$ cat src/rtl/tdm_pkg.sv
// Shared constants, state type and helpers for the TDM link receiver.
package tdm_pkg;

    localparam int N_CANAIS = 8;
    localparam int W_DADO   = 4;
    localparam int W_ID     = 3;
    localparam int W_CONT   = 8;

    localparam logic [W_ID-1:0]     ID_ZERO    = {W_ID{1'b0}};
    localparam logic [W_ID-1:0]     ID_UM      = {{(W_ID-1){1'b0}}, 1'b1};
    localparam logic [N_CANAIS-1:0] NOVO_VAZIO = {N_CANAIS{1'b0}};
    localparam logic [N_CANAIS-1:0] NOVO_CHEIO = {N_CANAIS{1'b1}};
    localparam logic [W_CONT-1:0]   CONT_UM    = {{(W_CONT-1){1'b0}}, 1'b1};

    // IDLE: nothing received in the current frame; COLLECT: at least one channel in.
    typedef enum logic [0:0] {
        IDLE    = 1'b0,
        COLLECT = 1'b1
    } estado_t;

    // One-hot select vector for a channel tag.
    function automatic logic [N_CANAIS-1:0] id_onehot(input logic [W_ID-1:0] id);
        return {{(N_CANAIS-1){1'b0}}, 1'b1} << id;
    endfunction

endpackage

$ cat src/rtl/tdm_canal_reg.sv
// One output channel register: holds its nibble until an accepted write targets it.
module tdm_canal_reg
    import tdm_pkg::*;
(
    input  logic              clk,
    input  logic              reset,
    input  logic              load,
    input  logic [W_DADO-1:0] d,
    output logic [W_DADO-1:0] q
);

    logic [W_DADO-1:0] q_r;

    // Capture the link nibble only when this channel is the target of an accepted write.
    always_ff @(posedge clk or posedge reset) begin
        if (reset) begin
            q_r <= {W_DADO{1'b0}};
        end else if (load) begin
            q_r <= d;
        end else begin
            q_r <= q_r;
        end
    end

    assign q = q_r;

endmodule

$ cat src/rtl/tdm_demux.sv
// Receiver for the 8-channel 4-bit TDM link: routes tagged nibbles into eight
// stable channel registers and tracks frame completion, ordering errors and overruns.
module tdm_demux
    import tdm_pkg::*;
#(
    parameter bit SEQ_CHECK = 1'b1
) (
    input  logic              clk,
    input  logic              reset,
    input  logic [W_DADO-1:0] ENTRADA,
    input  logic [W_ID-1:0]   ID,
    input  logic              VALID,
    input  logic              CLR_ERRO,
    output logic [W_DADO-1:0] S0,
    output logic [W_DADO-1:0] S1,
    output logic [W_DADO-1:0] S2,
    output logic [W_DADO-1:0] S3,
    output logic [W_DADO-1:0] S4,
    output logic [W_DADO-1:0] S5,
    output logic [W_DADO-1:0] S6,
    output logic [W_DADO-1:0] S7,
    output logic [N_CANAIS-1:0] NOVO,
    output logic              FRAME_OK,
    output logic              ERRO,
    output logic [W_CONT-1:0] CONT_QUADRO
);

    estado_t             estado_r, estado_s;
    logic [W_ID-1:0]     esperado_r, esperado_s;
    logic [N_CANAIS-1:0] novo_r, novo_s;
    logic                frame_ok_r, frame_ok_s;
    logic                erro_r, erro_s;
    logic [W_CONT-1:0]   cont_r, cont_s;
    logic                aceita_s;
    logic                erro_evt_s;
    logic [N_CANAIS-1:0] sel_s;
    logic [N_CANAIS-1:0] novo_mais_s;
    logic [W_DADO-1:0]   s_r [N_CANAIS];

    // Next-state decision: accept/reject the incoming nibble, detect errors and frame end.
    always_comb begin
        estado_s    = estado_r;
        esperado_s  = esperado_r;
        novo_s      = novo_r;
        frame_ok_s  = 1'b0;
        cont_s      = cont_r;
        aceita_s    = 1'b0;
        erro_evt_s  = 1'b0;
        sel_s       = id_onehot(ID);
        novo_mais_s = novo_r | sel_s;

        if (VALID) begin
            case (estado_r)
                IDLE: begin
                    if (SEQ_CHECK && (ID != ID_ZERO)) begin
                        // A frame must open with channel 0; drop the nibble.
                        erro_evt_s = 1'b1;
                    end else begin
                        aceita_s   = 1'b1;
                        novo_s     = novo_mais_s;
                        esperado_s = ID + ID_UM;
                        estado_s   = COLLECT;
                    end
                end
                COLLECT: begin
                    if (SEQ_CHECK && (ID != esperado_r)) begin
                        // Out-of-order tag aborts the partial frame; registers keep old data.
                        erro_evt_s = 1'b1;
                        novo_s     = NOVO_VAZIO;
                        estado_s   = IDLE;
                    end else if (!SEQ_CHECK && ((novo_r & sel_s) != NOVO_VAZIO)) begin
                        // Overrun: the newer nibble wins but the frame keeps going.
                        aceita_s   = 1'b1;
                        erro_evt_s = 1'b1;
                    end else begin
                        aceita_s   = 1'b1;
                        novo_s     = novo_mais_s;
                        esperado_s = esperado_r + ID_UM;
                    end
                end
                default: begin
                    estado_s = IDLE;
                    novo_s   = NOVO_VAZIO;
                end
            endcase

            if (aceita_s && (novo_s == NOVO_CHEIO)) begin
                novo_s     = NOVO_VAZIO;
                frame_ok_s = 1'b1;
                cont_s     = cont_r + CONT_UM;
                estado_s   = IDLE;
            end else begin
                frame_ok_s = 1'b0;
            end
        end else begin
            estado_s = estado_r;
        end

        // A fresh error beats a simultaneous clear request.
        erro_s = erro_evt_s | (erro_r & ~CLR_ERRO);
    end

    // Control and status registers.
    always_ff @(posedge clk or posedge reset) begin
        if (reset) begin
            estado_r   <= IDLE;
            esperado_r <= ID_ZERO;
            novo_r     <= NOVO_VAZIO;
            frame_ok_r <= 1'b0;
            erro_r     <= 1'b0;
            cont_r     <= {W_CONT{1'b0}};
        end else begin
            estado_r   <= estado_s;
            esperado_r <= esperado_s;
            novo_r     <= novo_s;
            frame_ok_r <= frame_ok_s;
            erro_r     <= erro_s;
            cont_r     <= cont_s;
        end
    end

    genvar n;
    generate
        for (n = 0; n < N_CANAIS; n++) begin : g_canal
            tdm_canal_reg u_canal (
                .clk   (clk),
                .reset (reset),
                .load  (aceita_s && sel_s[n]),
                .d     (ENTRADA),
                .q     (s_r[n])
            );
        end
    endgenerate

    assign S0          = s_r[0];
    assign S1          = s_r[1];
    assign S2          = s_r[2];
    assign S3          = s_r[3];
    assign S4          = s_r[4];
    assign S5          = s_r[5];
    assign S6          = s_r[6];
    assign S7          = s_r[7];
    assign NOVO        = novo_r;
    assign FRAME_OK    = frame_ok_r;
    assign ERRO        = erro_r;
    assign CONT_QUADRO = cont_r;

endmodule

$ cat config.mk
export PLATFORM = sky130hd
export DESIGN_NAME = tdm_demux
export DESIGN_NICKNAME = d
export VERILOG_FILES = /design/src/rtl/tdm_pkg.sv /design/src/rtl/tdm_canal_reg.sv /design/src/rtl/tdm_demux.sv
export SDC_FILE = /design/constraint.sdc
export NUM_CORES = 1
export LEC_CHECK = 0
export BUFFER_PORTS_ARGS = -buffer_cell sky130_fd_sc_hd__buf_2
export CAP_MARGIN = 20
export CORE_MARGIN = 2
export CORE_UTILIZATION = 52
export CTS_BUF_LIST = sky130_fd_sc_hd__clkbuf_16
export DETAILED_ROUTE_END_ITERATION = 10
export GPL_ROUTABILITY_DRIVEN = 0
export GPL_TIMING_DRIVEN = 1
export PLACE_DENSITY = 0.8
export SLEW_MARGIN = 15
export SYNTH_ARGS = -nofsm -noshare
export SYNTH_HDL_FRONTEND = slang
export SYNTH_SLANG_ARGS = --single-unit
export TNS_END_PERCENT = 1
$ cat constraint.sdc
create_clock -name clk -period 2.89 [get_ports clk]
set_input_delay 0.1445 -clock clk [delete_from_list [all_inputs] [get_ports clk]]
set_output_delay 0.1445 -clock clk [all_outputs]
set_load 0.01 [all_outputs]
; ---- Word level (Yosys, flattened, before mapping)
; Cells that the tools add are included.
[totals]
inputBits = 11
output_inout_bits = 50
reg_bits = 54
[op_classes]
eq_ne = 4
bitwise_logic = 5
n_reduce_logical = 12
addsub = 3
n_shift = 1
muxes = 20
[op_table]
columns = op, count
row1 = two-way mux 8 bit, 4
row2 = case mux 8 bit (2 select lines), 1
row3 = two-way mux 1 bit, 10
row4 = logical AND 1 bit, 9
row5 = adder 8 x 1 -> 8 bit (second input constant), 1
row6 = == test 8 bit (second input constant), 1
row7 = bitwise OR 8 bit, 1
row8 = << shifter 1 x 3 -> 8 bit (first input constant), 1
row9 = adder 3 x 1 -> 3 bit (second input constant), 2
row10 = two-way mux 3 bit, 2
row11 = case mux 3 bit (2 select lines), 1
row12 = != test 2 bit (second input constant), 2
row13 = case mux 1 bit (2 select lines), 2
row14 = != test 3 bit, 1
row15 = AND reduction 3 bit, 1
row16 = nonzero test 3 bit, 1
row17 = inverter 1 bit, 2
row18 = AND reduction 2 bit, 1
row19 = bitwise AND 1 bit, 1
row20 = bitwise OR 1 bit, 1

; ---- Logic depth before layout (Yosys ltp)
; Gate-level depths: netlist of run 1.
[depth]
depth_word = 9
ltp_mapped = 7
depth_no_buf = 6

; ---- By module
; From an unflattened synthesis of run 1, not the netlist that was laid out.
[hier_totals]
hier_cells = 207
hier_area_um2 = 2608.8
[by_module_without_submodules]
columns = module, instances, cells_each, area_each_um2
row1 = tdm_demux, 1, 135, 1417.6
row2 = tdm_canal_reg, 8, 9, 148.9

; ---- Least setup slack after synthesis of run 1
; OpenSTA, ideal clock, no wires.
[synth_path]
path_type = register -> register
start = register estado_r
end = register cont_r[1] (netlist: CONT_QUADRO[1])
synth_period_minus_slack_ns = 2.051
setup_time_ns = 0.128
path_slack_ns = 0.839
n_path_buf = 0
arrival_ns = 1.923
path_stages_with_launch = 6
required_ns = 2.762
path_cell_list = dfrtp_1 -> or4_1 -> o41a_1 -> nand2b_1 -> nor3_4 -> mux2_1
[synth_between]
elab_chain_cells = 6
elab_cells_between_ends = 8
cone_classes = eq/ne: 1 / mux: 4 / bitwise: 1 / reduce/logical: 2
[synth_lines]
columns = element, line
row1 = start: declaration, tdm_demux.sv:28  ; estado_t estado_r, estado_s;
row2 = start signal: assignment, tdm_demux.sv:113  ; estado_r <= estado_s;
row3 = inverter 1 bit, -
row4 = case mux 8 bit (2 select lines), tdm_demux.sv:53  ; case (estado_r)
row5 = two-way mux 8 bit, tdm_demux.sv:52  ; if (VALID) begin
row6 = == test 8 bit, tdm_demux.sv:87  ; if (aceita_s && (novo_s == NOVO_CHEIO)) begin
row7 = logical AND 1 bit *, tdm_demux.sv:87
row8 = AND reduction 2 bit (no line) *, -
row9 = end signal: assignment, tdm_demux.sv:111  ; cont_r <= {W_CONT{1'b0}};
row10 = end signal: assignment, tdm_demux.sv:118  ; cont_r <= cont_s;
row11 = end: declaration, tdm_demux.sv:33  ; logic [W_CONT-1:0] cont_r, cont_s;
; Every way passes the cells marked *; elsewhere a longest branch is shown, timed or not. The select of a mux whose other input is x is not followed.
; A chain may end at the register's enable or synchronous reset.

; ---- Worst setup path in the final report of run 1
; Ends and elaborated chain as after synthesis.

==> results of run 1 <==
## state kept, by name (all words and copies together) (netlist names)
register and count:
CONT_QUADRO 8, ERRO 1, FRAME_OK 1, NOVO 8, esperado_r 3, estado_r 1
g_canal.u_canal.q 32
## where the power goes
part           switching (mW)  internal, mW  leakage, nW  total [mW]
Sequential             0.0610         0.836        0.732       0.897
Combinational           0.155         0.134        0.739       0.289
Clock                   0.265         0.498       0.0940       0.763
Total                   0.481          1.47         1.56        1.95
## worst max-delay path, delay by kind of cell, from the launching register on
kind | cells | cell delay, ps
simple gates | 3 | 1240
mux | 1 | 360
flops | 1 | 490
compound gates | 1 | 150
## area by class of cell
| type | instances | area (sq um) | share of cell area (%) |
|---|---|---|---|
| Sequential cell | 54 | 1350 | 46.0 |
| Multi-Input combinational cell | 127 | 982 | 33.4 |
| Timing Repair Buffer | 64 | 333 | 11.3 |
| Clock buffer | 5 | 125 | 4.26 |
| Clock inverter | 3 | 68.8 | 2.34 |
| Tap cell | 52 | 65.1 | 2.22 |
| Inverter | 3 | 11.3 | 0.383 |
## metrics by stage
stage / worst slack (ps) / total power, mW
CTS: 535 / 1.96
detailed placement: 553 / 1.20
global route: 400 / 2.03
global placement: 600 / 1.19
finish: 530 / 1.95
floorplan: 839 / 1.08
## routing by layer
layer | vias up | GRT usage [%] | wire, um
li1 | 798 | - | -
met1 | 840 | 28.2 | 2180
met2 | 37 | 32.5 | 2450
met3 | 5 | 4.64 | 197
met4 | 0 | 4.82 | 34
met5 | - | 0 | 0
## kinds of logic after synthesis
family                   after synthesis
multiplexers                          37
AND/OR/NAND/NOR                       56
flip-flops                            54
XOR/XNOR                              10
AO/OA/AOI/OAI                         22
adder cells (fa/ha/maj)                2
buffers and inverters                  7
## synthesized netlist by cell type, types with 2 or more instances
| master | instances |
|---|---|
| sky130_fd_sc_hd__nand3_1 | 4 |
| sky130_fd_sc_hd__mux2i_1 | 2 |
| sky130_fd_sc_hd__o21ai_0 | 5 |
| sky130_fd_sc_hd__xnor2_1 | 6 |
| sky130_fd_sc_hd__nor3_1 | 3 |
| sky130_fd_sc_hd__o22ai_1 | 2 |
| sky130_fd_sc_hd__nand2b_1 | 2 |
| sky130_fd_sc_hd__ha_1 | 2 |
| sky130_fd_sc_hd__inv_1 | 3 |
| sky130_fd_sc_hd__nor2b_1 | 4 |
| sky130_fd_sc_hd__nor2_1 | 7 |
| sky130_fd_sc_hd__and2_1 | 4 |
| sky130_fd_sc_hd__nand4_1 | 3 |
| sky130_fd_sc_hd__nand2_1 | 19 |
| sky130_fd_sc_hd__a21oi_1 | 2 |
| sky130_fd_sc_hd__buf_2 | 3 |
| sky130_fd_sc_hd__xor2_1 | 4 |
| sky130_fd_sc_hd__dfrtp_1 | 54 |
| sky130_fd_sc_hd__mux2_2 | 34 |
| sky130_fd_sc_hd__o21a_1 | 8 |
| sky130_fd_sc_hd__and3_1 | 2 |
## worst paths after layout
kind | cells after the start | slack (ps) | end | startpoint
worst min-delay path | 2 | 30 | ERRO$_DFF_PP0_ | CLR_ERRO
worst max register to register | 5 | 530 | CONT_QUADRO[1]$_DFFE_PP0P_ | estado_r$_DFFE_PP0P_
max in group asynchronous | 4 | 1780 | g_canal[2].u_canal.q[1]$_DFFE_PP0P_ | reset
worst max-delay path | 5 | 530 | CONT_QUADRO[1]$_DFFE_PP0P_ | estado_r$_DFFE_PP0P_
min in group asynchronous | 3 | 490 | ERRO$_DFF_PP0_ | reset
worst min register to register | 1 | 480 | CONT_QUADRO[3]$_DFFE_PP0P_ | CONT_QUADRO[3]$_DFFE_PP0P_
## what timing repair did
action,in CTS,in global routing
hold endpoints to repair,30,0
hold buffers,1,0
setup buffers,0,0
==> flow_summary.html, run 1 <==
<table>
<tr><th>Metric</th><th>Value</th></tr>
<tr><th colspan="2">GRT</th></tr>
<tr><td>Vias in the first global route</td><td>1647</td></tr>
<tr><td>Overall routing resource usage</td><td>20.2%</td></tr>
<tr><td>Wire length of the first global-routing pass</td><td>7990 um</td></tr>
<tr><td>Pin count of the biggest net entering global routing</td><td>33</td></tr>
<tr><td>Total congestion overflow after global routing</td><td>0</td></tr>
<tr><td>Number of antenna violations at the first check in global routing</td><td>0</td></tr>
<tr><th colspan="2">STA</th></tr>
<tr><td>Setup-violating endpoint count in the final report</td><td>0</td></tr>
<tr><td>Post-route setup TNS</td><td>0 ps</td></tr>
<tr><td>Number of pins with negative max-slew slack in the final report</td><td>0</td></tr>
<tr><td>Slew margin rel.</td><td>56.2%</td></tr>
<tr><td>Worst slack on hold paths</td><td>27.6 ps</td></tr>
<tr><td>RSZ-0062 raised after global routing</td><td>false</td></tr>
<tr><td>Least-Margin Pin Slew</td><td>650 ps</td></tr>
<tr><td>Crit share post-route</td><td>81.7%</td></tr>
<tr><td>Min Tclk post-route</td><td>2360 ps</td></tr>
<tr><td>Fin Clk Skew</td><td>5.61 ps</td></tr>
<tr><td>Hold violation total from the final report</td><td>0</td></tr>
<tr><td>Highest clock frequency the design can meet</td><td>0.424 GHz</td></tr>
<tr><th colspan="2">Layout</th></tr>
<tr><td>Post-layout net count</td><td>268</td></tr>
<tr><td>Layout fillers</td><td>329</td></tr>
<tr><td>Final standard cell area without fillers</td><td>2940 sq um</td></tr>
<tr><td>Final Non-Filler Cells</td><td>around 300</td></tr>
<tr><td>Share of post-route cells with drive strength above 1</td><td>42.2%</td></tr>
<tr><td>Commonest non-fill, non-tap cells in the layout</td><td>sky130_fd_sc_hd__buf_2 (60), sky130_fd_sc_hd__dfrtp_1 (54), sky130_fd_sc_hd__mux2_2 (34), sky130_fd_sc_hd__nand2_1 (19), sky130_fd_sc_hd__o21a_1 (8)</td></tr>
<tr><td>Growth of design area from synthesis to finish</td><td>24.0%</td></tr>
<tr><td>Leading cell type in the layout, fill and taps excluded</td><td>sky130_fd_sc_hd__buf_2</td></tr>
<tr><td>Core Util, Final</td><td>67.0%</td></tr>
<tr><td>N_diodes</td><td>0</td></tr>
<tr><th colspan="2">Routing</th></tr>
<tr><td>Initial DRC Count</td><td>152</td></tr>
<tr><td>Wirelength, routed</td><td>4860 um</td></tr>
<tr><td>Via count of the routed design</td><td>1680</td></tr>
<tr><td>Routed WL per cell</td><td>approximately 16 um</td></tr>
<tr><td>Iteration count of the initial detailed-routing pass</td><td>4</td></tr>
<tr><td>Per-cell via count in the routed design</td><td>5.45</td></tr>
<tr><td>DRC Markers</td><td>0</td></tr>
<tr><td>Post-detailed-route count of antenna-violating nets</td><td>0</td></tr>
<tr><th colspan="2">Setup path</th></tr>
<tr><td>Cell type of the slowest stage on the worst timing path</td><td>sky130_fd_sc_hd__or4_1</td></tr>
<tr><td>Worst path arrival time</td><td>2530 ps</td></tr>
<tr><td>Crit path kind</td><td>reg -&gt; reg</td></tr>
<tr><td>Delay of the slowest cell on the worst path</td><td>about 560 ps</td></tr>
<tr><td>Cell-by-cell trace of the critical path</td><td>or4_1, o41a_1, nand2b_1, nor3_4, mux2_1</td></tr>
<tr><td>Crit end category</td><td>flop</td></tr>
<tr><td>Type of origin of the critical path</td><td>flop</td></tr>
<tr><td>Data required time at the worst endpoint</td><td>3060 ps</td></tr>
<tr><td>Critical path peak fanout</td><td>12</td></tr>
<tr><th colspan="2">Yosys</th></tr>
<tr><td>Synthesized-area fraction occupied by and/or/nand/nor cells</td><td>12.7%</td></tr>
<tr><td>Cell variety after synth</td><td>36</td></tr>
<tr><td>#FFs+latches synth</td><td>54</td></tr>
<tr><td>Total number of yosys warnings</td><td>0</td></tr>
<tr><td>Fraction of synthesized cell area taken by the top area cell type</td><td>a little under three fifths</td></tr>
<tr><td>Number of flops mapped to enable cells by yosys</td><td>0</td></tr>
<tr><td>Cells after synthesis</td><td>between 150 and 200</td></tr>
<tr><td>Average cell area after synthesis</td><td>12.6 sq um</td></tr>
<tr><td>Mapped Nets</td><td>201</td></tr>
<tr><td>Synth Cell Area</td><td>2370 sq um</td></tr>
<tr><td>Prevailing post-synth register cell</td><td>sky130_fd_sc_hd__dfrtp_1</td></tr>
<tr><td>Combinational family with the most area after synthesis</td><td>multiplexers</td></tr>
<tr><td>Largest cells by area after synthesis</td><td>sky130_fd_sc_hd__dfrtp_1 (57%), sky130_fd_sc_hd__mux2_2 (16%), sky130_fd_sc_hd__nand2_1 (3.0%), sky130_fd_sc_hd__o21a_1 (2.5%), sky130_fd_sc_hd__xnor2_1 (2.2%)</td></tr>
<tr><td>Mux cell area share after synthesis</td><td>17.5%</td></tr>
<tr><td>Share of synthesized area occupied by flip-flops and latches</td><td>57.1%</td></tr>
<tr><td>Largest area contributor in the synthesized netlist</td><td>sky130_fd_sc_hd__dfrtp_1</td></tr>
<tr><td>Compound-gate portion of the synthesized area</td><td>6.50%</td></tr>
<tr><td>Synthesized-area fraction occupied by xor and xnor cells</td><td>3.70%</td></tr>
<tr><td>Async set or reset register ratio after synthesis</td><td>100%</td></tr>
<tr><td>Adder and majority cell fraction of the synthesized area</td><td>1.06%</td></tr>
<tr><th colspan="2">CTS</th></tr>
<tr><td>CTS HTree Levels</td><td>2</td></tr>
<tr><td>Resized Gates After CTS</td><td>0</td></tr>
<tr><td>Clock Path Buffers</td><td>2</td></tr>
<tr><td>Clock net sink count</td><td>54</td></tr>
<tr><td>Clock-pin transition on the worst setup and hold timing paths</td><td>about 70 ps</td></tr>
<tr><td>Latest clock arrival within the worst-skew pair</td><td>290 ps</td></tr>
<tr><td>Clk root buf</td><td>sky130_fd_sc_hd__clkbuf_16</td></tr>
<tr><td>TritonCTS clock tree</td><td>done</td></tr>
<tr><td>Number of buffers added by the clock tree synthesis step</td><td>5</td></tr>
<tr><th colspan="2">Floorplan</th></tr>
<tr><td>Die span in y</td><td>71.5 um</td></tr>
<tr><td>Core outline area</td><td>4380 sq um</td></tr>
<tr><td>Count of boundary I/O pins</td><td>61</td></tr>
<tr><td>Die width</td><td>just over 70 um</td></tr>
<tr><td>Row cnt</td><td>24</td></tr>
<tr><td>Initial standard-cell utilization of the core</td><td>54.0%</td></tr>
<tr><td>Area of the die</td><td>5110 sq um</td></tr>
<tr><th colspan="2">Placement</th></tr>
<tr><td>Total placed cells including tap cells</td><td>299</td></tr>
<tr><td>HPWL reported at the end of detailed placement</td><td>3550 um</td></tr>
<tr><td>Input/output buffers</td><td>60</td></tr>
<tr><td>Placed cell area</td><td>2730 sq um</td></tr>
<tr><th colspan="2">Power and ir drop</th></tr>
<tr><td>Max IR drop VDD</td><td>0.396 mV</td></tr>
<tr><td>Leakage power</td><td>1.56 nW</td></tr>
<tr><td>Cell area power density</td><td>664 nW/um^2</td></tr>
<tr><th colspan="2">Hold path</th></tr>
<tr><td>Hold WC Path Type</td><td>in -&gt; reg</td></tr>
<tr><th colspan="2">Job</th></tr>
<tr><td>Number of max-cap violations</td><td>0</td></tr>
<tr><th colspan="2">Outcome</th></tr>
<tr><td>Run status</td><td>complete, no violations</td></tr>
</table>
(Power assumes the default switching activity.)
==> run 2: changes to the inputs <==
==> constraint.sdc (replaced) <==
create_clock -name clk -period 2.48 [get_ports clk]
set_input_delay 0.124 -clock clk [delete_from_list [all_inputs] [get_ports clk]]
set_output_delay 0.124 -clock clk [all_outputs]
set_load 0.01 [all_outputs]
==> run 2 against run 1 <==
Effect of this change: flip-flop and latch count did not move; register-to-register slack lost 410 ps; global-route usage grew 1.4 points; wire length is 4.8% higher; total power grew 6.2%; fmax rose by 0.20%; count of clock-buffer cells in the layout stayed put; combinational power grew 19%; first-iteration DRC count is 26% lower; critical path type unchanged.
==> flow_summary.html, run 2 (same netlist as run 1, synthesis figures left out) <==
<table>
<tr><th>Metric</th><th>Value</th></tr>
<tr><th colspan="2">Routing</th></tr>
<tr><td>Via count of the routed design</td><td>1731</td></tr>
<tr><td>Wirelength, routed</td><td>5090 um</td></tr>
<tr><td>Initial DRC Count</td><td>~110</td></tr>
<tr><td>DRC Markers</td><td>0</td></tr>
<tr><td>Routed WL per cell</td><td>16.4 um</td></tr>
<tr><td>Iteration count of the initial detailed-routing pass</td><td>4</td></tr>
<tr><td>Post-detailed-route count of antenna-violating nets</td><td>0</td></tr>
<tr><td>Per-cell via count in the routed design</td><td>5.58</td></tr>
<tr><th colspan="2">STA</th></tr>
<tr><td>Min Tclk post-route</td><td>2360 ps</td></tr>
<tr><td>Fin Clk Skew</td><td>9.26 ps</td></tr>
<tr><td>RSZ-0062 raised after global routing</td><td>false</td></tr>
<tr><td>Setup-violating endpoint count in the final report</td><td>0</td></tr>
<tr><td>Hold violation total from the final report</td><td>0</td></tr>
<tr><td>Highest clock frequency the design can meet</td><td>around 0.42 GHz</td></tr>
<tr><td>Worst slack on hold paths</td><td>~24 ps</td></tr>
<tr><td>Slew margin rel.</td><td>56.9%</td></tr>
<tr><td>Number of pins with negative max-slew slack in the final report</td><td>0</td></tr>
<tr><td>Crit share post-route</td><td>95.0%</td></tr>
<tr><td>Post-route setup TNS</td><td>0 ps</td></tr>
<tr><td>Least-Margin Pin Slew</td><td>645 ps</td></tr>
<tr><th colspan="2">Floorplan</th></tr>
<tr><td>Row cnt</td><td>24</td></tr>
<tr><td>Initial standard-cell utilization of the core</td><td>around 54%</td></tr>
<tr><td>Die width</td><td>71.5 um</td></tr>
<tr><td>Die span in y</td><td>71.5 um</td></tr>
<tr><td>Area of the die</td><td>between 5000 and 6000 sq um</td></tr>
<tr><td>Core outline area</td><td>4380 sq um</td></tr>
<tr><td>Count of boundary I/O pins</td><td>slightly above 60</td></tr>
<tr><th colspan="2">CTS</th></tr>
<tr><td>Latest clock arrival within the worst-skew pair</td><td>290 ps</td></tr>
<tr><td>Clock net sink count</td><td>54</td></tr>
<tr><td>Clock Path Buffers</td><td>2</td></tr>
<tr><td>Clock-pin transition on the worst setup and hold timing paths</td><td>70 ps</td></tr>
<tr><td>Number of setup buffers added after CTS</td><td>0</td></tr>
<tr><td>Clk root buf</td><td>sky130_fd_sc_hd__clkbuf_16</td></tr>
<tr><td>TritonCTS clock tree</td><td>done</td></tr>
<tr><td># hold bufs at CTS</td><td>1</td></tr>
<tr><td>CTS HTree Levels</td><td>2</td></tr>
<tr><td>Number of buffers added by the clock tree synthesis step</td><td>5</td></tr>
<tr><td>Resized Gates After CTS</td><td>0</td></tr>
<tr><th colspan="2">GRT</th></tr>
<tr><td>Number of antenna violations at the first check in global routing</td><td>0</td></tr>
<tr><td>Vias in the first global route</td><td>1708</td></tr>
<tr><td>Pin count of the biggest net entering global routing</td><td>33</td></tr>
<tr><td>Wire length of the first global-routing pass</td><td>8450 um</td></tr>
<tr><td>Overall routing resource usage</td><td>21.6%</td></tr>
<tr><td>Total congestion overflow after global routing</td><td>0</td></tr>
<tr><th colspan="2">Placement</th></tr>
<tr><td>Input/output buffers</td><td>60</td></tr>
<tr><td>HPWL reported at the end of detailed placement</td><td>~3700 um</td></tr>
<tr><th colspan="2">Layout</th></tr>
<tr><td>Share of post-route cells with drive strength above 1</td><td>42.6%</td></tr>
<tr><td>Flip-flop count of the largest register after layout</td><td>32</td></tr>
<tr><td>N_diodes</td><td>0</td></tr>
<tr><td>Post-layout net count</td><td>270</td></tr>
<tr><td>Growth of design area from synthesis to finish</td><td>22.7%</td></tr>
<tr><td>Commonest non-fill, non-tap cells in the layout</td><td>sky130_fd_sc_hd__buf_2 (60), sky130_fd_sc_hd__dfrtp_1 (54), sky130_fd_sc_hd__mux2_2 (34), sky130_fd_sc_hd__nand2_1 (19), sky130_fd_sc_hd__o21a_1 (8)</td></tr>
<tr><td>Leading cell type in the layout, fill and taps excluded</td><td>sky130_fd_sc_hd__buf_2</td></tr>
<tr><th colspan="2">Job</th></tr>
<tr><td>Number of max-cap violations</td><td>0</td></tr>
<tr><th colspan="2">Setup path</th></tr>
<tr><td>Worst path arrival time</td><td>2530 ps</td></tr>
<tr><td>Crit path kind</td><td>reg -&gt; reg</td></tr>
<tr><td>Flop2flop setup slack</td><td>about 120 ps</td></tr>
<tr><td>Crit end category</td><td>flop</td></tr>
<tr><td>Critical path peak fanout</td><td>9</td></tr>
<tr><td>Type of origin of the critical path</td><td>flop</td></tr>
<tr><td>Data required time at the worst endpoint</td><td>2650 ps</td></tr>
<tr><th colspan="2">Hold path</th></tr>
<tr><td>Hold WC Path Type</td><td>in -&gt; reg</td></tr>
<tr><th colspan="2">Power and ir drop</th></tr>
<tr><td>Leakage power</td><td>around 1.6 nW</td></tr>
<tr><td>Max IR drop VDD</td><td>0.431 mV</td></tr>
<tr><td>Cell area power density</td><td>713 nW/um^2</td></tr>
<tr><th colspan="2">Outcome</th></tr>
<tr><td>Run status</td><td>complete, no violations</td></tr>
</table>
-- run 2: cell types whose count changed in the layout (fill, tap and decap cells not counted) --
cell and change:
sky130_fd_sc_hd__clkinv_2 +1, sky130_fd_sc_hd__clkinvlp_4 +1, sky130_fd_sc_hd__buf_4 +2, sky130_fd_sc_hd__bufinv_16 -2
-- run 2: metal layers --
metal  vias up  global-route usage (%)  wire length [um]
met4         0                    6.92                57
li1        805                       -                 -
met3         6                    5.06               290
met5         -                       0                 0
met2        52                    35.6              2580
met1       868                    28.5              2170
-- run 2: worst paths after layout --
check | start | endpoint | cells past startpoint
setup reg to reg | estado_r$_DFFE_PP0P_ | CONT_QUADRO[1]$_DFFE_PP0P_ | 5
min in group asynchronous | reset | CONT_QUADRO[7]$_DFFE_PP0P_ | 3
hold / removal | CLR_ERRO | ERRO$_DFF_PP0_ | 2
hold reg to reg | CONT_QUADRO[3]$_DFFE_PP0P_ | CONT_QUADRO[3]$_DFFE_PP0P_ | 1
max in group asynchronous | reset | g_canal[3].u_canal.q[1]$_DFFE_PP0P_ | 4
setup / recovery | estado_r$_DFFE_PP0P_ | CONT_QUADRO[1]$_DFFE_PP0P_ | 5
-- run 2: through the flow --
step                      area, sq um  util, %  setup slack [ps]  instances  total power [mW]
after floorplan                  2370        -               429        188              1.25
after global placement           2750     62.7               248        301              1.39
after detailed placement         2750     62.7               120        301              1.41
after CTS                        2900     66.2               109        310              2.09
after global routing             2900     66.2              9.16        310              2.17
final                            2900     66.2               124        310              2.07
-- run 2: worst max-delay path, cell delays in order (launching register included) --
cell and delay, ps:
sky130_fd_sc_hd__dfrtp_1 440, sky130_fd_sc_hd__or4_1 560, sky130_fd_sc_hd__o41a_1 160, sky130_fd_sc_hd__nand2b_1 280, sky130_fd_sc_hd__nor3_4 430, sky130_fd_sc_hd__mux2_1 360
-- run 2: layout make-up --
cell class | instances | area [sq um]
Tap cell | 52 | 65.1
Sequential cell | 54 | 1350
Inverter | 3 | 11.3
Clock inverter | 3 | 21.3
Timing Repair Buffer | 66 | 348
Multi-Input combinational cell | 127 | 982
Fill cell | 341 | 1480
Clock buffer | 5 | 125
-- run 2: power by group --
| group | total [mW] | internal (mW) | switching [mW] |
|---|---|---|---|
| combinational | 0.344 | 0.159 | 0.186 |
| clock | 0.682 | 0.374 | 0.308 |
| sequential | 1.04 | 0.975 | 0.0699 |
